## src/rtl/tap_delay_line_if.sv

```systemverilog
// Sample-stream, read-request and read-response signals of tap_delay_line.
// Handshake: a response beat is valid only in the cycle where data_valid=1.
// tap_err, burst_done and burst_torn only carry meaning in that cycle.
// Requests get no backpressure: rd_req/burst_start while busy=1 are ignored.
interface tap_delay_line_if #(
  parameter int WIDTH = 16,
  parameter int SEL_W = 3
);
  logic             rxstrobe;
  logic [WIDTH-1:0] in_sample;
  logic             flush;
  logic [WIDTH-1:0] out_sample;
  logic             rd_req;
  logic [SEL_W-1:0] sel;
  logic             burst_start;
  logic [WIDTH-1:0] data;
  logic             data_valid;
  logic             tap_err;
  logic             busy;
  logic             burst_done;
  logic             burst_torn;
  logic [SEL_W-1:0] fill_count;
  logic             state_dbg;

  modport master (
    output rxstrobe, in_sample, flush, rd_req, sel, burst_start,
    input  out_sample, data, data_valid, tap_err, busy, burst_done,
           burst_torn, fill_count, state_dbg
  );

  modport slave (
    input  rxstrobe, in_sample, flush, rd_req, sel, burst_start,
    output out_sample, data, data_valid, tap_err, busy, burst_done,
           burst_torn, fill_count, state_dbg
  );
endinterface

```

## src/rtl/tap_delay_line.sv

```systemverilog
// Tapped delay line holding the last DEPTH RX samples, with single-tap reads
// and a sequential burst readout of taps 1..DEPTH.
module tap_delay_line #(
  parameter int WIDTH = 16,
  parameter int DEPTH = 6,
  parameter int SEL_W = 3
) (
  input  logic             clk,
  input  logic             reset,
  tap_delay_line_if.slave  bus
);

  typedef enum logic {
    IDLE  = 1'b0,
    BURST = 1'b1
  } state_t;

  localparam logic [SEL_W-1:0] DEPTH_S = SEL_W'(DEPTH);
  localparam logic [SEL_W-1:0] ONE_S   = SEL_W'(1);

  // Index 0 holds tap 1 (newest), index DEPTH-1 holds tap DEPTH (oldest).
  logic [WIDTH-1:0] taps_q [DEPTH];
  logic [WIDTH-1:0] taps_d [DEPTH];
  logic [SEL_W-1:0] fill_q, fill_d;
  state_t           state_q, state_d;
  logic [SEL_W-1:0] idx_q, idx_d;
  logic             torn_q, torn_d;
  logic             busy_q, busy_d;
  logic [WIDTH-1:0] data_q, data_d;
  logic             valid_q, valid_d;
  logic             err_q, err_d;
  logic             done_q, done_d;
  logic             btorn_q, btorn_d;

  logic [SEL_W-1:0] rd_idx;
  logic [WIDTH-1:0] rd_data;
  logic             in_range;

  always_comb begin
    taps_d   = taps_q;
    fill_d   = fill_q;
    state_d  = state_q;
    idx_d    = idx_q;
    torn_d   = torn_q;
    busy_d   = busy_q;
    data_d   = data_q;
    valid_d  = 1'b0;
    err_d    = 1'b0;
    done_d   = 1'b0;
    btorn_d  = 1'b0;
    rd_idx   = '0;
    rd_data  = '0;
    in_range = 1'b0;

    if (bus.flush) begin
      for (int k = 0; k < DEPTH; k++) taps_d[k] = '0;
      fill_d = '0;
    end else if (bus.rxstrobe) begin
      taps_d[0] = bus.in_sample;
      for (int k = 1; k < DEPTH; k++) taps_d[k] = taps_q[k-1];
      if (fill_q != DEPTH_S) fill_d = fill_q + ONE_S;
    end

    // Reads always see the pre-shift register contents of this edge.
    if (state_q == BURST)   rd_idx = idx_q;
    else if (bus.burst_start) rd_idx = ONE_S;
    else                    rd_idx = bus.sel;
    for (int k = 0; k < DEPTH; k++) begin
      if (rd_idx == SEL_W'(k + 1)) rd_data = taps_q[k];
    end
    in_range = (rd_idx != '0) && (rd_idx <= DEPTH_S);

    case (state_q)
      IDLE: begin
        busy_d = 1'b0;
        if (!busy_q && bus.burst_start) begin
          if (!bus.flush) begin
            state_d = BURST;
            busy_d  = 1'b1;
            idx_d   = SEL_W'(2);
            torn_d  = bus.rxstrobe;
            valid_d = 1'b1;
            data_d  = rd_data;
            err_d   = (fill_q == '0);
          end
        end else if (!busy_q && bus.rd_req) begin
          valid_d = 1'b1;
          data_d  = in_range ? rd_data : '0;
          err_d   = !in_range || (rd_idx > fill_q);
        end
      end
      BURST: begin
        if (bus.flush) begin
          state_d = IDLE;
          busy_d  = 1'b0;
          idx_d   = '0;
          torn_d  = 1'b0;
        end else begin
          valid_d = 1'b1;
          data_d  = rd_data;
          err_d   = (idx_q > fill_q);
          torn_d  = torn_q | bus.rxstrobe;
          // busy stays high through the cycle that shows the final beat.
          if (idx_q == DEPTH_S) begin
            done_d  = 1'b1;
            btorn_d = torn_q | bus.rxstrobe;
            state_d = IDLE;
            idx_d   = '0;
          end else begin
            idx_d = idx_q + ONE_S;
          end
        end
      end
      default: begin
        state_d = IDLE;
        busy_d  = 1'b0;
      end
    endcase
  end

  always_ff @(posedge clk or negedge reset) begin
    if (!reset) begin
      for (int k = 0; k < DEPTH; k++) taps_q[k] <= '0;
      fill_q  <= '0;
      state_q <= IDLE;
      idx_q   <= '0;
      torn_q  <= 1'b0;
      busy_q  <= 1'b0;
      data_q  <= '0;
      valid_q <= 1'b0;
      err_q   <= 1'b0;
      done_q  <= 1'b0;
      btorn_q <= 1'b0;
    end else begin
      for (int k = 0; k < DEPTH; k++) taps_q[k] <= taps_d[k];
      fill_q  <= fill_d;
      state_q <= state_d;
      idx_q   <= idx_d;
      torn_q  <= torn_d;
      busy_q  <= busy_d;
      data_q  <= data_d;
      valid_q <= valid_d;
      err_q   <= err_d;
      done_q  <= done_d;
      btorn_q <= btorn_d;
    end
  end

  assign bus.out_sample = taps_q[DEPTH-1];
  assign bus.data       = data_q;
  assign bus.data_valid = valid_q;
  assign bus.tap_err    = err_q;
  assign bus.busy       = busy_q;
  assign bus.burst_done = done_q;
  assign bus.burst_torn = btorn_q;
  assign bus.fill_count = fill_q;
  assign bus.state_dbg  = (state_q == BURST);

endmodule
```

## src/flat_wrapper.sv

```systemverilog
// flat-port wrapper written by rule: the top's interface ports become plain ports
module tap_delay_line_flat 
#(
  parameter int WIDTH = 16,
  parameter int DEPTH = 6,
  parameter int SEL_W = 3
)
  (clk, reset, bus_rxstrobe, bus_in_sample, bus_flush, bus_rd_req, bus_sel, bus_burst_start, bus_out_sample, bus_data, bus_data_valid, bus_tap_err, bus_busy, bus_burst_done, bus_burst_torn, bus_fill_count, bus_state_dbg);
  tap_delay_line_if #(.WIDTH(WIDTH), .SEL_W(SEL_W)) bus_i ();
  input  logic clk;
  input  logic reset;
  input wire logic [$bits(bus_i.rxstrobe)-1:0] bus_rxstrobe;
  input wire logic [$bits(bus_i.in_sample)-1:0] bus_in_sample;
  input wire logic [$bits(bus_i.flush)-1:0] bus_flush;
  input wire logic [$bits(bus_i.rd_req)-1:0] bus_rd_req;
  input wire logic [$bits(bus_i.sel)-1:0] bus_sel;
  input wire logic [$bits(bus_i.burst_start)-1:0] bus_burst_start;
  output wire logic [$bits(bus_i.out_sample)-1:0] bus_out_sample;
  output wire logic [$bits(bus_i.data)-1:0] bus_data;
  output wire logic [$bits(bus_i.data_valid)-1:0] bus_data_valid;
  output wire logic [$bits(bus_i.tap_err)-1:0] bus_tap_err;
  output wire logic [$bits(bus_i.busy)-1:0] bus_busy;
  output wire logic [$bits(bus_i.burst_done)-1:0] bus_burst_done;
  output wire logic [$bits(bus_i.burst_torn)-1:0] bus_burst_torn;
  output wire logic [$bits(bus_i.fill_count)-1:0] bus_fill_count;
  output wire logic [$bits(bus_i.state_dbg)-1:0] bus_state_dbg;
  assign bus_i.rxstrobe = bus_rxstrobe;
  assign bus_i.in_sample = bus_in_sample;
  assign bus_i.flush = bus_flush;
  assign bus_i.rd_req = bus_rd_req;
  assign bus_i.sel = bus_sel;
  assign bus_i.burst_start = bus_burst_start;
  assign bus_out_sample = bus_i.out_sample;
  assign bus_data = bus_i.data;
  assign bus_data_valid = bus_i.data_valid;
  assign bus_tap_err = bus_i.tap_err;
  assign bus_busy = bus_i.busy;
  assign bus_burst_done = bus_i.burst_done;
  assign bus_burst_torn = bus_i.burst_torn;
  assign bus_fill_count = bus_i.fill_count;
  assign bus_state_dbg = bus_i.state_dbg;
  tap_delay_line #(.WIDTH(WIDTH), .DEPTH(DEPTH), .SEL_W(SEL_W)) u_core (.clk(clk), .reset(reset), .bus(bus_i));
endmodule
```

## config.mk

```make
export PLATFORM = sky130hd
export DESIGN_NAME = tap_delay_line_flat
export DESIGN_NICKNAME = d
export VERILOG_FILES = /design/src/rtl/tap_delay_line_if.sv /design/src/rtl/tap_delay_line.sv /design/src/flat_wrapper.sv
export SDC_FILE = /design/constraint.sdc
export NUM_CORES = 1
export LEC_CHECK = 0
export ABC_AREA = 0
export CORE_UTILIZATION = 35
export CTS_CLUSTER_DIAMETER = 200
export CTS_CLUSTER_SIZE = 8
export DETAILED_ROUTE_END_ITERATION = 7
export GPL_TIMING_DRIVEN = 0
export HOLD_SLACK_MARGIN = 0.05
export SLEW_MARGIN = 20
export SYNTH_ARGS = -nofsm -noshare
export SYNTH_HDL_FRONTEND = slang
export SYNTH_SLANG_ARGS = --single-unit
```

## constraint.sdc

```tcl
create_clock -name clk -period 4.6 [get_ports clk]
set_input_delay 0.92 -clock clk [delete_from_list [all_inputs] [get_ports clk]]
set_output_delay 0.92 -clock clk [all_outputs]
set_load 0.03 [all_outputs]
```

==> results by group, run 1 <==
Setup path
  • CP Capture Type: register
  • CP startpoint: bus_sel[2]
  • Critical path type: in -> reg
  • Crit path to: u_core.bus.tap_err$_DFF_PN0_
  • CP Launch Type: primary input
  • FF-to-FF Start: u_core.bus.state_dbg$_DFF_PN0_
  • CP Data Arrival Time: 3.23 ns
  • Worst stage delay on the critical path: 0.43 ns
  • Critical Path RT: 4.89 ns
  • CP Cell Sequence: clkdlybuf4s50_1 > nor3b_2 > a21oi_4 > inv_2 > buf_2 > buf_2 > ha_1 > nand2_1 > a21oi_1 > nand2b_1 > a31oi_1 > a311o_1
  • Crit-path most repeated cell: buf_2
  • Worst Path Max Fanout: 10
  • R2R setup slack: 2.13 ns
  • Slowest CP cell: clkdlybuf4s50_1
  • Reg2reg end: u_core.bus.tap_err$_DFF_PN0_
  • R2r worst-path depth: 11

Global routing
  • Initial antenna violation count: 0
  • Vias in the first global route: 4677
  • Met2 GRT Util: 27.0%
  • Global-route wire length before repair: 25300 um
  • Met1 usage: 24.8%
  • Total track usage: 18.0%
  • Total grt overflow: 0
  • Met3 usage: 3.96%
  • Grt peak-use layer: met2
  • Largest net degree at the start of global routing: 71

Yosys
  • Yosys warns: 0
  • Largest area contributor in the netlist: dfrtp_1
  • Main combinational cell family by area after synthesis: multiplexers
  • Adder-cell share of the synthesized area: 1.58%
  • Register bit total from synthesis: 125
  • Mapped Nets: 635
  • FFs w/ async S/R, synth: 100%
  • EDFF count, synth: 0
  • Post-synthesis xor/xnor area fraction: 0.138%
  • Seq/Total Area, Yosys: 49.2%
  • Complex-gate fraction of the synthesized area: 11.9%
  • Post-synthesis cell count: 602
  • Synth cell types: 52
  • Share of the synthesized area in the top cell type: 49.2%
  • Top post-synthesis cells by area: dfrtp_1, mux2i_1, nor2_1, a22o_1, buf_4
  • Syn_area_per_cell: 10.6 sq um
  • Synth Flop Type: dfrtp_1
  • Mux cell area share after synthesis: 17.6%
  • Cell Area, Synth: 6350 sq um
  • Simple-Gate Fraction of Synth Area: 13.3%

Drt
  • Routed WL: 15800 um
  • WL/cell: 17.1 um
  • Routed Antenna Nets: 0
  • Router iterations before antenna repair: 5
  • DRC Markers: 0
  • Vias/cell: 5.18
  • Via count: 4773
  • DR iter-0 viols: 322

Finish
  • Nets@finish: 717
  • Share of layout cells above drive strength 1: 12.2%
  • Fin cells: 922
  • Most frequent cells in the layout: nor2_1, dfrtp_1, mux2i_1
  • Post-layout instance area: 7850 sq um
  • Ant diodes: 0
  • Area Overhead vs Synth: 23.5%
  • Most common cell after layout, fill and taps aside: nor2_1

Floorplanning
  • Rows: 48
  • Die Area: 18700 sq um
  • Starting Density: 36.2%
  • Die width: 137 um
  • Core ar.: 17500 sq um
  • Die Y: 137 um
  • IO Count: 66

STA
  • Fin. Hold Viols: 0
  • Worst slew pin tran: 0.856 ns
  • Slew Limit Headroom: 43.0%
  • Final setup viols: 0
  • Worst setup margin: 1.66 ns
  • Clock Skews: 0.0113 ns
  • Final max-slew violation count: 0
  • RSZ-0062 raised after global routing: no
  • Hold slack: 0.461 ns
  • Final worst-path cycle share: 63.9%
  • Fmax: 340 MHz
  • Final Critical Period: 2.94 ns

Clock network
  • H-tree depth: 4
  • Num CTS Buffers: 17
  • Clock transition at the registers of the reported paths: 0.05 ns
  • CTS resizes: 0
  • Worst-skew pair later-pin latency: 0.42 ns
  • CTS sink cnt: 125
  • TritonCTS clock tree: built
  • Post-CTS Setup Inserts: 0
  • # hold bufs at CTS: 0
  • Root buffer cell: clkbuf_16
  • Longest Clk Path Bufs: 2

Place
  • # port buffers: 62
  • Global placer's final weighted congestion: 0.813
  • HPWL after DPL: 11700 um
  • Total placed cells including tap cells: 890
  • Post-DP Area: 7280 sq um
  • Place WS: 1.25 ns

Outcome
  • Status: finished clean

Job
  • Max-Cap Viols: 0

Power
  • Worst vdd ir: 0.270 mV
  • P per Cell Area: 379 nW/um^2
  • Leakage power total: 3.76 nW
  • Final Total Pwr: 2.97 mW

Hold path
  • Worst min path class: in -> async
Yosys cell counts, types with 10 or more instances:
master,instances
buf_4,19
nor2_1,135
a21oi_1,10
buf_2,12
o221ai_1,13
clkbuf_1,12
mux2i_1,112
o21ai_0,17
nand3_1,13
nand2_1,11
dfrtp_1,125
a22o_1,31
buf_1,11
cell families after synthesis:
kind of cell / after synthesis
flops: 125
mux: 112
xor+xnor: 1
simple gates: 188
buf+inv: 70
fa+ha+maj: 8
compound gates: 98
worst min path at each step:
stage                                          end  slack [ns]  cells after the start
global route             u_core.torn_q$_DFFE_PN0P_        0.51                      1
floorplan            u_core.taps_q[62]$_DFFE_PN0P_        0.51                      2
global placement    u_core.bus.data[6]$_DFFE_PN0P_        0.49                      1
CTS                      u_core.torn_q$_DFFE_PN0P_        0.48                      1
finish                   u_core.torn_q$_DFFE_PN0P_        0.46                      1
detailed placement  u_core.bus.data[4]$_DFFE_PN0P_        0.49                      1
per-stage QoR:
step                utilization, %  setup TNS, ns
floorplan                        -              0
global placement              41.4        -275.13
detailed placement            41.5              0
CTS                           44.7              0
global route                  44.7              0
finish                        44.7              0
state kept, by name, indices dropped and copies added (netlist names):
name / flops
u_core.bus.fill_count: 3
u_core.bus.data: 16
u_core.taps_q: 80
u_core.bus.out_sample: 16
u_core.bus.data_valid: 1
u_core.bus.burst_done: 1
u_core.bus.state_dbg: 1
u_core.torn_q: 1
u_core.bus.busy: 1
u_core.idx_q: 3
u_core.bus.tap_err: 1
u_core.bus.burst_torn: 1
report_power, final:
part | total [mW] | switching, mW | internal [mW]
Sequential | 1.19 | 0.0444 | 1.15
Clock | 1.27 | 0.481 | 0.785
Combinational | 0.515 | 0.303 | 0.212
Total | 2.97 | 0.829 | 2.15
per-layer routing:
metal | vias to the layer above | wire (um) | part of all wire, %
li1 | 2261 | - | -
met1 | 2336 | 7500 | 48
met2 | 144 | 7080 | 45
met3 | 32 | 777 | 4.9
met4 | 0 | 391 | 2.5
met5 | - | 0 | 0
critical path: cells and delay by family:
family                   cells  cell delay (ns)
AO/OA/AOI/OAI                4             0.79
adder cells (fa/ha/maj)      1             0.31
AND/OR/NAND/NOR              3             0.34
buffers and inverters        4             0.88
layout make-up:
| class | instances | area [sq um] |
|---|---|---|
| inverters | 10 | 37.5 |
| clock inverters | 9 | 86.3 |
| plain buffers | 60 | 357 |
| well taps | 225 | 282 |
| flip-flops and latches | 125 | 3130 |
| fillers | 1642 | 9690 |
| multi-input cells | 407 | 2830 |
| clock buffers | 23 | 478 |
| repair buffers | 63 | 649 |
(Power assumes the default switching activity.)
==> run 2, diff against run 1 <==
==> constraint.sdc (replaced) <==
create_clock -name clk -period 2.8 [get_ports clk]
set_input_delay 0.56 -clock clk [delete_from_list [all_inputs] [get_ports clk]]
set_output_delay 0.56 -clock clk [all_outputs]
set_load 0.03 [all_outputs]
==> results of run 2 <==
The final DEF is identical to that of run 1. Status: finished clean.
Among the figures that moved: setup slack after placement 1.25 ns -> -0.195 ns; setup slack after layout 1.66 ns -> 0.218 ns; hold slack 0.461 ns -> 0.101 ns; register-to-register setup slack 2.13 ns -> 0.33 ns; total power 2.97 mW -> 4.89 mW; worst IR drop on VDD 0.270 mV -> 0.443 mV
==> run 3, diff against run 2 <==
--- a/config.mk
+++ b/config.mk
@@ -6,12 +6,15 @@
 export NUM_CORES = 1
 export LEC_CHECK = 0
 export ABC_AREA = 0
+export CAP_MARGIN = 15
+export CORE_ASPECT_RATIO = 0.7
 export CORE_UTILIZATION = 35
 export CTS_CLUSTER_DIAMETER = 200
 export CTS_CLUSTER_SIZE = 8
 export DETAILED_ROUTE_END_ITERATION = 7
 export GPL_TIMING_DRIVEN = 0
 export HOLD_SLACK_MARGIN = 0.05
+export SETUP_SLACK_MARGIN = 0.15
 export SLEW_MARGIN = 20
 export SYNTH_ARGS = -nofsm -noshare
 export SYNTH_HDL_FRONTEND = slang
==> results by group, run 3 (synthesis gave the netlist of run 1 again) <==
Clock network
  • Worst-skew pair later-pin latency: 0.41 ns (about the same)
  • Clock transition at the registers of the reported paths: 0.06 ns (about the same)
  • Num CTS Buffers: 17 (unchanged)
  • # hold bufs at CTS: 0 (unchanged)
  • CTS sink cnt: 125 (unchanged)
  • Root buffer cell: clkbuf_16
  • TritonCTS clock tree: built
  • Longest Clk Path Bufs: 2 (unchanged)
  • H-tree depth: 4 (unchanged)

Finish
  • Nets@finish: 718 (+0.14%)
  • Most frequent cells in the layout: nor2_1, dfrtp_1, mux2i_1
  • Max reg flops: 80 (unchanged)
  • Storage cell area: 3130 sq um (unchanged)
  • Area Overhead vs Synth: 25.4%
  • Ant diodes: 0 (unchanged)
  • Share of layout cells above drive strength 1: 12.8% (+0.56 points)
  • Most common cell after layout, fill and taps aside: nor2_1
  • Core Util, Final: 45.6% (+0.85 points)
  • Fin cells: 929 (+0.76%)
  • Biggest register: u_core.taps_q
  • Post-layout instance area: 7970 sq um (+1.5%)
  • Fillers: 1603 (-2.4%)
  • Area of the multi-input gates: 2830 sq um (unchanged)

Global routing
  • Largest net degree at the start of global routing: 73 (+2.8%)
  • Vias in the first global route: 4582 (-2.0%)
  • Initial antenna violation count: 1 (+1)
  • Total grt overflow: 0 (unchanged)
  • Global-route wire length before repair: 26800 um (+6.0%)
  • Total track usage: 19.0% (+0.99 points)

Floorplanning
  • Die width: 163 um (+19%)
  • Die Area: 18700 sq um (about the same)
  • Starting Density: 36.4% (+0.15 points)
  • Rows: 40 (-17%)
  • IO Count: 66 (unchanged)
  • Die Y: 115 um (-16%)
  • Core ar.: 17500 sq um (-0.40%)

Drt
  • Vias/cell: 5.15 (-0.55%)
  • Router iterations before antenna repair: 4 (-1)
  • Routed Antenna Nets: 0 (unchanged)
  • Routed WL: 16900 um (+7.4%)
  • DR iter-0 viols: 317 (-1.6%)
  • DRC Markers: 0 (unchanged)
  • WL/cell: 18.2 um (+6.6%)
  • Via count: 4783 (+0.21%)

Place
  • Total placed cells including tap cells: 896 (+0.67%)
  • HPWL after DPL: 12500 um (+7.3%)
  • Place WS: -0.198 ns
  • Global placer's final weighted congestion: 0.815 (+0.26%)
  • # port buffers: 62 (unchanged)
  • Post-DP Area: 7290 sq um (+0.10%)

STA
  • Worst setup margin: 0.268 ns
  • Final worst-path cycle share: 90.4%
  • Final max-slew violation count: 0 (unchanged)
  • Fmax: 395 MHz
  • Final Critical Period: 2.53 ns
  • Post-route setup TNS: 0 ns (unchanged)
  • Clock Skews: 0.00857 ns (-0.00270 ns)
  • Worst slew pin tran: 0.791 ns (-0.0649 ns)
  • Hold slack: 0.110 ns
  • Fin. Hold Viols: 0 (unchanged)
  • RSZ-0062 raised after global routing: no
  • Final setup viols: 0 (unchanged)
  • Slew Limit Headroom: 47.3% (+4.3 points)

Power
  • Final Total Pwr: 5.31 mW
  • Leakage power total: 3.81 nW (+1.4%)
  • Worst vdd ir: 0.416 mV
  • P per Cell Area: 667 nW/um^2

Outcome
  • Status: finished clean

Hold path
  • Worst min path class: in -> async

Setup path
  • Worst Path Max Fanout: 10 (unchanged)
  • Critical path type: in -> reg
  • CP Launch Type: primary input
  • CP Data Arrival Time: 2.83 ns
  • Critical Path RT: 3.10 ns
  • CP Capture Type: register

Job
  • Max-Cap Viols: 0 (unchanged)
==> run 3: cell types whose count changed in the layout (fill, tap and decap cells not counted), sizes merged <==
cell	change
clkinv	-2
buf	+1
clkbuf	-3
bufinv	+4
inv	+1
==> run 3: area by class of cell <==
cell class | count | area share, %
tap | 231 | 3.63
inverter | 10 | 0.471
multi-input combinational | 407 | 35.5
buffer | 60 | 4.49
clock inverter | 12 | 2.62
timing repair buffer | 64 | 8.25
clock buffer | 20 | 5.73
sequential | 125 | 39.3
==> run 3: report_power, final <==
part / switching, mW / total, mW / internal, mW
combinational: 0.512 / 0.862 / 0.351
clock: 0.850 / 2.49 / 1.64
sequential: 0.0782 / 1.96 / 1.88
total: 1.44 / 5.31 / 3.87
==> run 3: per-layer routing <==
layer,vias up,share of wire (%),GRT usage [%]
met5,-,0,0
met4,0,0.73,4.36
met3,13,6.7,4.71
met2,156,40,25.4
met1,2350,53,30.1
li1,2264,-,-
==> run 3: path summary, 6_finish.rpt <==
kind                                                start                             end  slack (ns)  depth (start not counted)
max                                            bus_sel[1]  u_core.bus.data[0]$_DFFE_PN0P_        0.27                          7
min                                                 reset   u_core.taps_q[68]$_DFFE_PN0P_        0.11                          1
max reg2reg                   u_core.idx_q[2]$_DFFE_PN0P_  u_core.bus.data[0]$_DFFE_PN0P_        0.37                          6
min reg2reg                u_core.bus.data[0]$_DFFE_PN0P_  u_core.bus.data[0]$_DFFE_PN0P_        0.51                          1
max in group asynchronous                           reset   u_core.taps_q[27]$_DFFE_PN0P_        1.94                          2
min in group clk                          bus_burst_start     u_core.bus.busy$_DFFE_PN0P_        0.48                          3
==> run 3: worst max-delay path, cell delays in order <==
cell and delay, ns:
clkdlybuf4s50_1 0.59, nor4b_2 0.08, a21oi_2 0.50, buf_2 0.35, o221ai_1 0.28, a22o_1 0.26, a22o_1 0.19
==> run 3: what timing repair did <==
action | in CTS | in global routing
endpoints found under the setup margin | 0 | 6
buffers inserted | 0 | 1
gates resized for setup | 0 | 2
